File: config.mk
export PLATFORM = sky130hd
export DESIGN_NAME = spi_master
export DESIGN_NICKNAME = d
export VERILOG_FILES = /design/src/rtl/spi_pkg.sv /design/src/rtl/spi_sck_gen.sv /design/src/rtl/spi_master.sv
export SDC_FILE = /design/constraint.sdc
export NUM_CORES = 1
export LEC_CHECK = 0
export BUFFER_PORTS_ARGS = -buffer_cell sky130_fd_sc_hd__buf_2
export CAP_MARGIN = 20
export CORE_ASPECT_RATIO = 2
export CORE_MARGIN = 3
export CORE_UTILIZATION = 61
export CTS_CLUSTER_SIZE = 16
export DETAILED_ROUTE_END_ITERATION = 8
export PLACE_DENSITY = 0.84
export SLEW_MARGIN = 20
export SYNTH_ARGS = -nofsm -noshare
export SYNTH_HDL_FRONTEND = slang
export SYNTH_SLANG_ARGS = --single-unit
File: constraint.sdc
create_clock -name clk -period 3.01 [get_ports clk]
set_input_delay 0.1505 -clock clk [delete_from_list [all_inputs] [get_ports clk]]
set_output_delay 0.1505 -clock clk [all_outputs]
set_load 0.05 [all_outputs]
File: src/rtl/spi_pkg.sv
// Shared SPI master definitions: FSM state encoding, timing floors and a small sizing helper.
package spi_pkg;

  typedef enum logic [2:0] {
    ST_IDLE,
    ST_SETUP,
    ST_SHIFT,
    ST_HOLD,
    ST_GAP
  } spi_state_t;

  // Floors that keep SCK/CS wide enough for a slave double-registering them on its own clock.
  localparam int MIN_DIV = 4;
  localparam int MIN_CS  = 4;

  function automatic int max3(input int a, input int b, input int c);
    int m;
    m = (a > b) ? a : b;
    return (m > c) ? m : c;
  endfunction

endpackage

File: src/rtl/spi_sck_gen.sv
// SCK generator: toggles sck every CLK_DIV enabled cycles; rise/fall strobe in the cycle whose edge updates sck.
// Counter restarts from 0 whenever en drops, so each enable window begins with a full half-period.
module spi_sck_gen
  import spi_pkg::*;
#(
  parameter int CLK_DIV = 8
) (
  input  logic clk,
  input  logic rst,
  input  logic en,
  output logic sck,
  output logic rise,
  output logic fall
);

  localparam int DIV = (CLK_DIV < MIN_DIV) ? MIN_DIV : CLK_DIV;
  localparam int CW  = $clog2(DIV);

  logic [CW-1:0] cnt;
  logic          tick;

  assign tick = en && (cnt == CW'(DIV - 1));
  assign rise = tick && !sck;
  assign fall = tick && sck;

  always_ff @(posedge clk) begin
    if (rst) begin
      cnt <= '0;
      sck <= 1'b0;
    end else begin
      if (!en || tick) begin
        cnt <= '0;
      end else begin
        cnt <= cnt + 1'b1;
      end
      if (tick) begin
        sck <= ~sck;
      end
    end
  end

endmodule

File: src/rtl/spi_master.sv
// Mode-0 SPI master: one full-duplex DATA_WIDTH-bit frame per accepted start; every output is registered.
// Define SPI_MISO_LAG_EN to add a leading dummy SCK period for slaves that launch SDO on SCK fall.
module spi_master
  import spi_pkg::*;
#(
  parameter int DATA_WIDTH = 16,
  parameter int CLK_DIV    = 8,
  parameter int CS_SETUP   = 8,
  parameter int CS_HOLD    = 8,
  parameter int CS_IDLE    = 8
) (
  input  logic                  clk,
  input  logic                  rst,
  input  logic                  start,
  input  logic [DATA_WIDTH-1:0] txd_data,
  output logic [DATA_WIDTH-1:0] rxd_data,
  output logic                  busy,
  output logic                  done,
  output logic                  spi_cs_n,
  output logic                  spi_sck,
  output logic                  spi_sdo,
  input  logic                  spi_sdi
);

`ifdef SPI_MISO_LAG_EN
  localparam int N = DATA_WIDTH + 1;
`else
  localparam int N = DATA_WIDTH;
`endif

  localparam int T_SETUP = (CS_SETUP < MIN_CS) ? MIN_CS : CS_SETUP;
  localparam int T_HOLD  = (CS_HOLD  < MIN_CS) ? MIN_CS : CS_HOLD;
  localparam int T_IDLE  = (CS_IDLE  < MIN_CS) ? MIN_CS : CS_IDLE;
  localparam int TW      = $clog2(max3(T_SETUP, T_HOLD, T_IDLE) + 1);
  localparam int BW      = $clog2(DATA_WIDTH + 2);

  spi_state_t            state, state_nxt;
  logic [TW-1:0]         tmr;
  logic [BW-1:0]         bit_cnt;
  logic [N-1:0]          tx_load, tx_sr;
  logic [DATA_WIDTH-1:0] rx_sr;
  logic                  load, finish, release_busy, last_fall;
  logic                  sck_en, sck_rise, sck_fall;

`ifdef SPI_MISO_LAG_EN
  assign tx_load = {1'b0, txd_data};
`else
  assign tx_load = txd_data;
`endif

  assign sck_en    = (state == ST_SHIFT);
  assign last_fall = sck_fall && (bit_cnt == BW'(N));

  spi_sck_gen #(
    .CLK_DIV (CLK_DIV)
  ) u_sck_gen (
    .clk  (clk),
    .rst  (rst),
    .en   (sck_en),
    .sck  (spi_sck),
    .rise (sck_rise),
    .fall (sck_fall)
  );

  always_ff @(posedge clk) begin
    if (rst) begin
      state <= ST_IDLE;
    end else begin
      state <= state_nxt;
    end
  end

  always_comb begin
    state_nxt    = state;
    load         = 1'b0;
    finish       = 1'b0;
    release_busy = 1'b0;
    case (state)
      ST_IDLE: begin
        if (start) begin
          state_nxt = ST_SETUP;
          load      = 1'b1;
        end
      end
      ST_SETUP: begin
        if (tmr == TW'(T_SETUP - 1)) begin
          state_nxt = ST_SHIFT;
        end
      end
      ST_SHIFT: begin
        if (last_fall) begin
          state_nxt = ST_HOLD;
        end
      end
      ST_HOLD: begin
        if (tmr == TW'(T_HOLD - 1)) begin
          state_nxt = ST_GAP;
          finish    = 1'b1;
        end
      end
      ST_GAP: begin
        if (tmr == TW'(T_IDLE - 1)) begin
          state_nxt    = ST_IDLE;
          release_busy = 1'b1;
        end
      end
      default: state_nxt = ST_IDLE;
    endcase
  end

  // Dwell timer shared by SETUP/HOLD/GAP; restarts on every state change.
  always_ff @(posedge clk) begin
    if (rst) begin
      tmr <= '0;
    end else if ((state_nxt != state) || (state == ST_IDLE)) begin
      tmr <= '0;
    end else begin
      tmr <= tmr + 1'b1;
    end
  end

  always_ff @(posedge clk) begin
    if (rst) begin
      spi_cs_n <= 1'b1;
      spi_sdo  <= 1'b0;
      busy     <= 1'b0;
      done     <= 1'b0;
      rxd_data <= '0;
      tx_sr    <= '0;
      rx_sr    <= '0;
      bit_cnt  <= '0;
    end else begin
      done <= finish;
      if (load) begin
        spi_cs_n <= 1'b0;
        busy     <= 1'b1;
        spi_sdo  <= tx_load[N-1];
        tx_sr    <= {tx_load[N-2:0], 1'b0};
        bit_cnt  <= '0;
      end
      if (sck_rise) begin
        rx_sr   <= {rx_sr[DATA_WIDTH-2:0], spi_sdi};
        bit_cnt <= bit_cnt + 1'b1;
      end
      // The fall that closes the last period leaves sdo on the final bit.
      if (sck_fall && !last_fall) begin
        spi_sdo <= tx_sr[N-1];
        tx_sr   <= {tx_sr[N-2:0], 1'b0};
      end
      if (finish) begin
        spi_cs_n <= 1'b1;
        rxd_data <= rx_sr;
      end
      if (release_busy) begin
        busy <= 1'b0;
      end
    end
  end

endmodule
==> impl_metrics.ini <==
[global_route]
grt_antenna_before_repair = 0
grt_pass1_wl_um = 11500
grt_max_degree = 38
grt_usage = 0.269
globalRoute.totalOverflow = 0
grt_pass1_vias = 2594

[power]
ir_drop_mv = 0.633
cellInternalPower_w = 0.00143
pwr-share-clk = 0.445
power.leakage_nw = 1.22
pwr_density_cell_nw_per_um2 = 564
netSwitchingFraction = 0.235
switchingPower_w = 0.000440
pwr-share-comb = 0.063
seqPwrFrac = 0.492

[critical_path]
startpoint_type = flop
crit_fanout = 18
end_kind = flop
path_class = reg2reg
reg2reg_depth = 5
crit_required_ns = 3.26
critPathArrivalTime_ns = 2.49

[sta]
worst_slew_pin_slew_ns = 0.815
hold_slack_ns = 0.0598
relSlewSlack = 0.455
fin_setup_tns_ns = 0
setup_violations = 0
fin_crit_sh = 0.746
finalClockSkew_ns = 0.00992
rsz0062_at_grt = no
hold_viol = 0
fin_crit_ns = 2.25
clock.fmax_ghz = 0.445
layout_setup_ws_ns = 0.764
slew_violations = 0

[placement]
gp_congestion = 0.839
hpwlAfterDp_um = 4560
dpl-instance-area_um2 = 3090
dp_slack_ns = 0.789
numPortBuffers = 40

[synth]
ys_types = 46
ys_seq_area_frac = 0.460
synth_area_leaders = dfxtp_1, a21oi_1, nand3_1
ys_seq_elements = 67
synth_edf_count = 0
syn-num-nets = 345
syn_area_um2 = 2920
synthFlopType = dfxtp_1
yosysTopAreaCellShare = 0.460
synthCells = 320
avgSynthCellArea_um2 = 9.12
yosys_warnings = 0
async_reset_ff_frac = 0
synth_area_leader_cell = dfxtp_1

[clocking]
root_buffer = clkbuf_8
cts_max_level = 3
cts_made_buffers = 9
insertion_delay_ns = 0.35
cts_hold_buf = 0
clk_pin_slew_ns = 0.07
post_cts_buffers = 0
clkSinkCount = 67
cts_tree = built
cts_resized = 0
clockBufferDepth = 2

[layout]
n_fill_cell = 365
layout_common_cells = dfxtp_1, buf_2, nand3_1, a21oi_1, o21ai_0
post-route-util = 0.721
final_nets = 371
fin_area_um2 = 3320
final_common_cell = dfxtp_1
area.growth.synth_to_final_pct = 13.6
n_antenna_cell = 0
drive_gt1_frac = 0.222

[drt]
wl_per_cell_um = 17.3
drtAntennaViolNets = 0
routed_wl_um = 7040
drc = 0
via_count = 2586
dr.pass1.iters = 6
vias_per_cell = 6.37
drt_iter0_markers = 143

[hold_path]
hold_class = in2reg
hold_path_depth = 3

[job]
maxCapViolCount = 0

[floorplanning]
dieArea_um2 = 5700
io_pins = 41
initial_core_util = 0.635
die_h_um = 104
placement_rows = 35
core-area_um2 = 4600
die_x_um = 54.9

[run_status]
status = completed
==> critical path, cell delays in order, from the launching register on <==
cell and delay [ns]:
dfxtp_1 0.38, inv_1 0.08, ha_1 0.19, and4bb_1 0.40
or3_1 0.74, a221oi_2 0.36
==> stage by stage <==
stage | instances | total power (W)
2_1_floorplan | 320 | 0.00102
3_3_place_gp | 390 | 0.00105
3_5_place_dp | 390 | 0.00106
4_1_cts | 406 | 0.00187
5_1_grt | 406 | 0.00194
6_report | 406 | 0.00187
==> state kept, by name, summed over array words and instances (netlist names), 3 cells and up <==
name / cells
rxd_data: 16
rx_sr: 16
u_sck_gen.cnt: 3
bit_cnt: 5
tmr: 4
state: 3
tx_sr: 15
==> synth_stat cells (2+ instances only) <==
library cell	count
a21oi_1	39
a221oi_1	6
a221oi_2	9
a31oi_1	2
and2_1	2
buf_1	2
buf_2	6
buf_6	2
clkbuf_1	22
dfxtp_1	67
ha_1	5
inv_1	5
mux2i_1	15
nand2_1	4
nand2b_1	3
nand3_1	39
nand4_1	2
nor2_1	18
nor2b_1	2
nor3_1	5
nor3b_1	2
o211ai_1	4
o21ai_0	33
or3_1	2
or4_1	2
xnor2_1	2
==> power by group through the flow <==
| stage | Clock (W) | Sequential (W) | Combinational, W |
|---|---|---|---|
| finish | 0.000832 | 0.000919 | 0.000118 |
| detailed placement | 0 | 0.000939 | 0.000117 |
| floorplan | 0 | 0.000945 | 0.0000790 |
| global route | 0.000887 | 0.000922 | 0.000129 |
| global placement | 0 | 0.000938 | 0.000114 |
| CTS | 0.000837 | 0.000919 | 0.000119 |
==> worst paths after layout <==
path | from | slack [ns] | to
worst min register to register | u_sck_gen.cnt[0]$_SDFF_PP0_ | 0.43 | u_sck_gen.cnt[0]$_SDFF_PP0_
worst max-delay path | bit_cnt[0]$_SDFFE_PP0P_ | 0.76 | spi_sdo$_SDFFE_PP0P_
worst min-delay path | spi_sdi | 0.06 | rx_sr[0]$_SDFFE_PP0P_
worst max register to register | bit_cnt[0]$_SDFFE_PP0P_ | 0.76 | spi_sdo$_SDFFE_PP0P_
==> layer usage <==
metal	share of wire	GRT usage	vias to the layer above
li1	-	-	1228
met4	0.048	0.155	0
met3	0.051	0.0633	26
met5	0	0	-
met1	0.36	0.285	1253
met2	0.54	0.451	79
==> cells by family (layout without fill, tap and decap cells) <==
logic type,Yosys count,after routing,share of synthesized area
flops,67,67,0.460
simple gates,91,91,0.170
fa+ha+maj,5,5,0.0214
mux,16,16,0.0553
buf+inv,38,69,0.0622
xor+xnor,3,3,0.00901
compound gates,100,100,0.223
==> area by class of cell <==
cell class	count	area, um2	area share
Clock buffer	9	124	0.0374
Tap cell	55	68.8	0.0208
Clock inverter	7	101	0.0306
Timing Repair Buffer	48	260	0.0785
Sequential cell	67	1340	0.405
Multi-Input combinational cell	215	1400	0.423
Inverter	5	18.8	0.00566
Power figures use the tool's default switching activity.
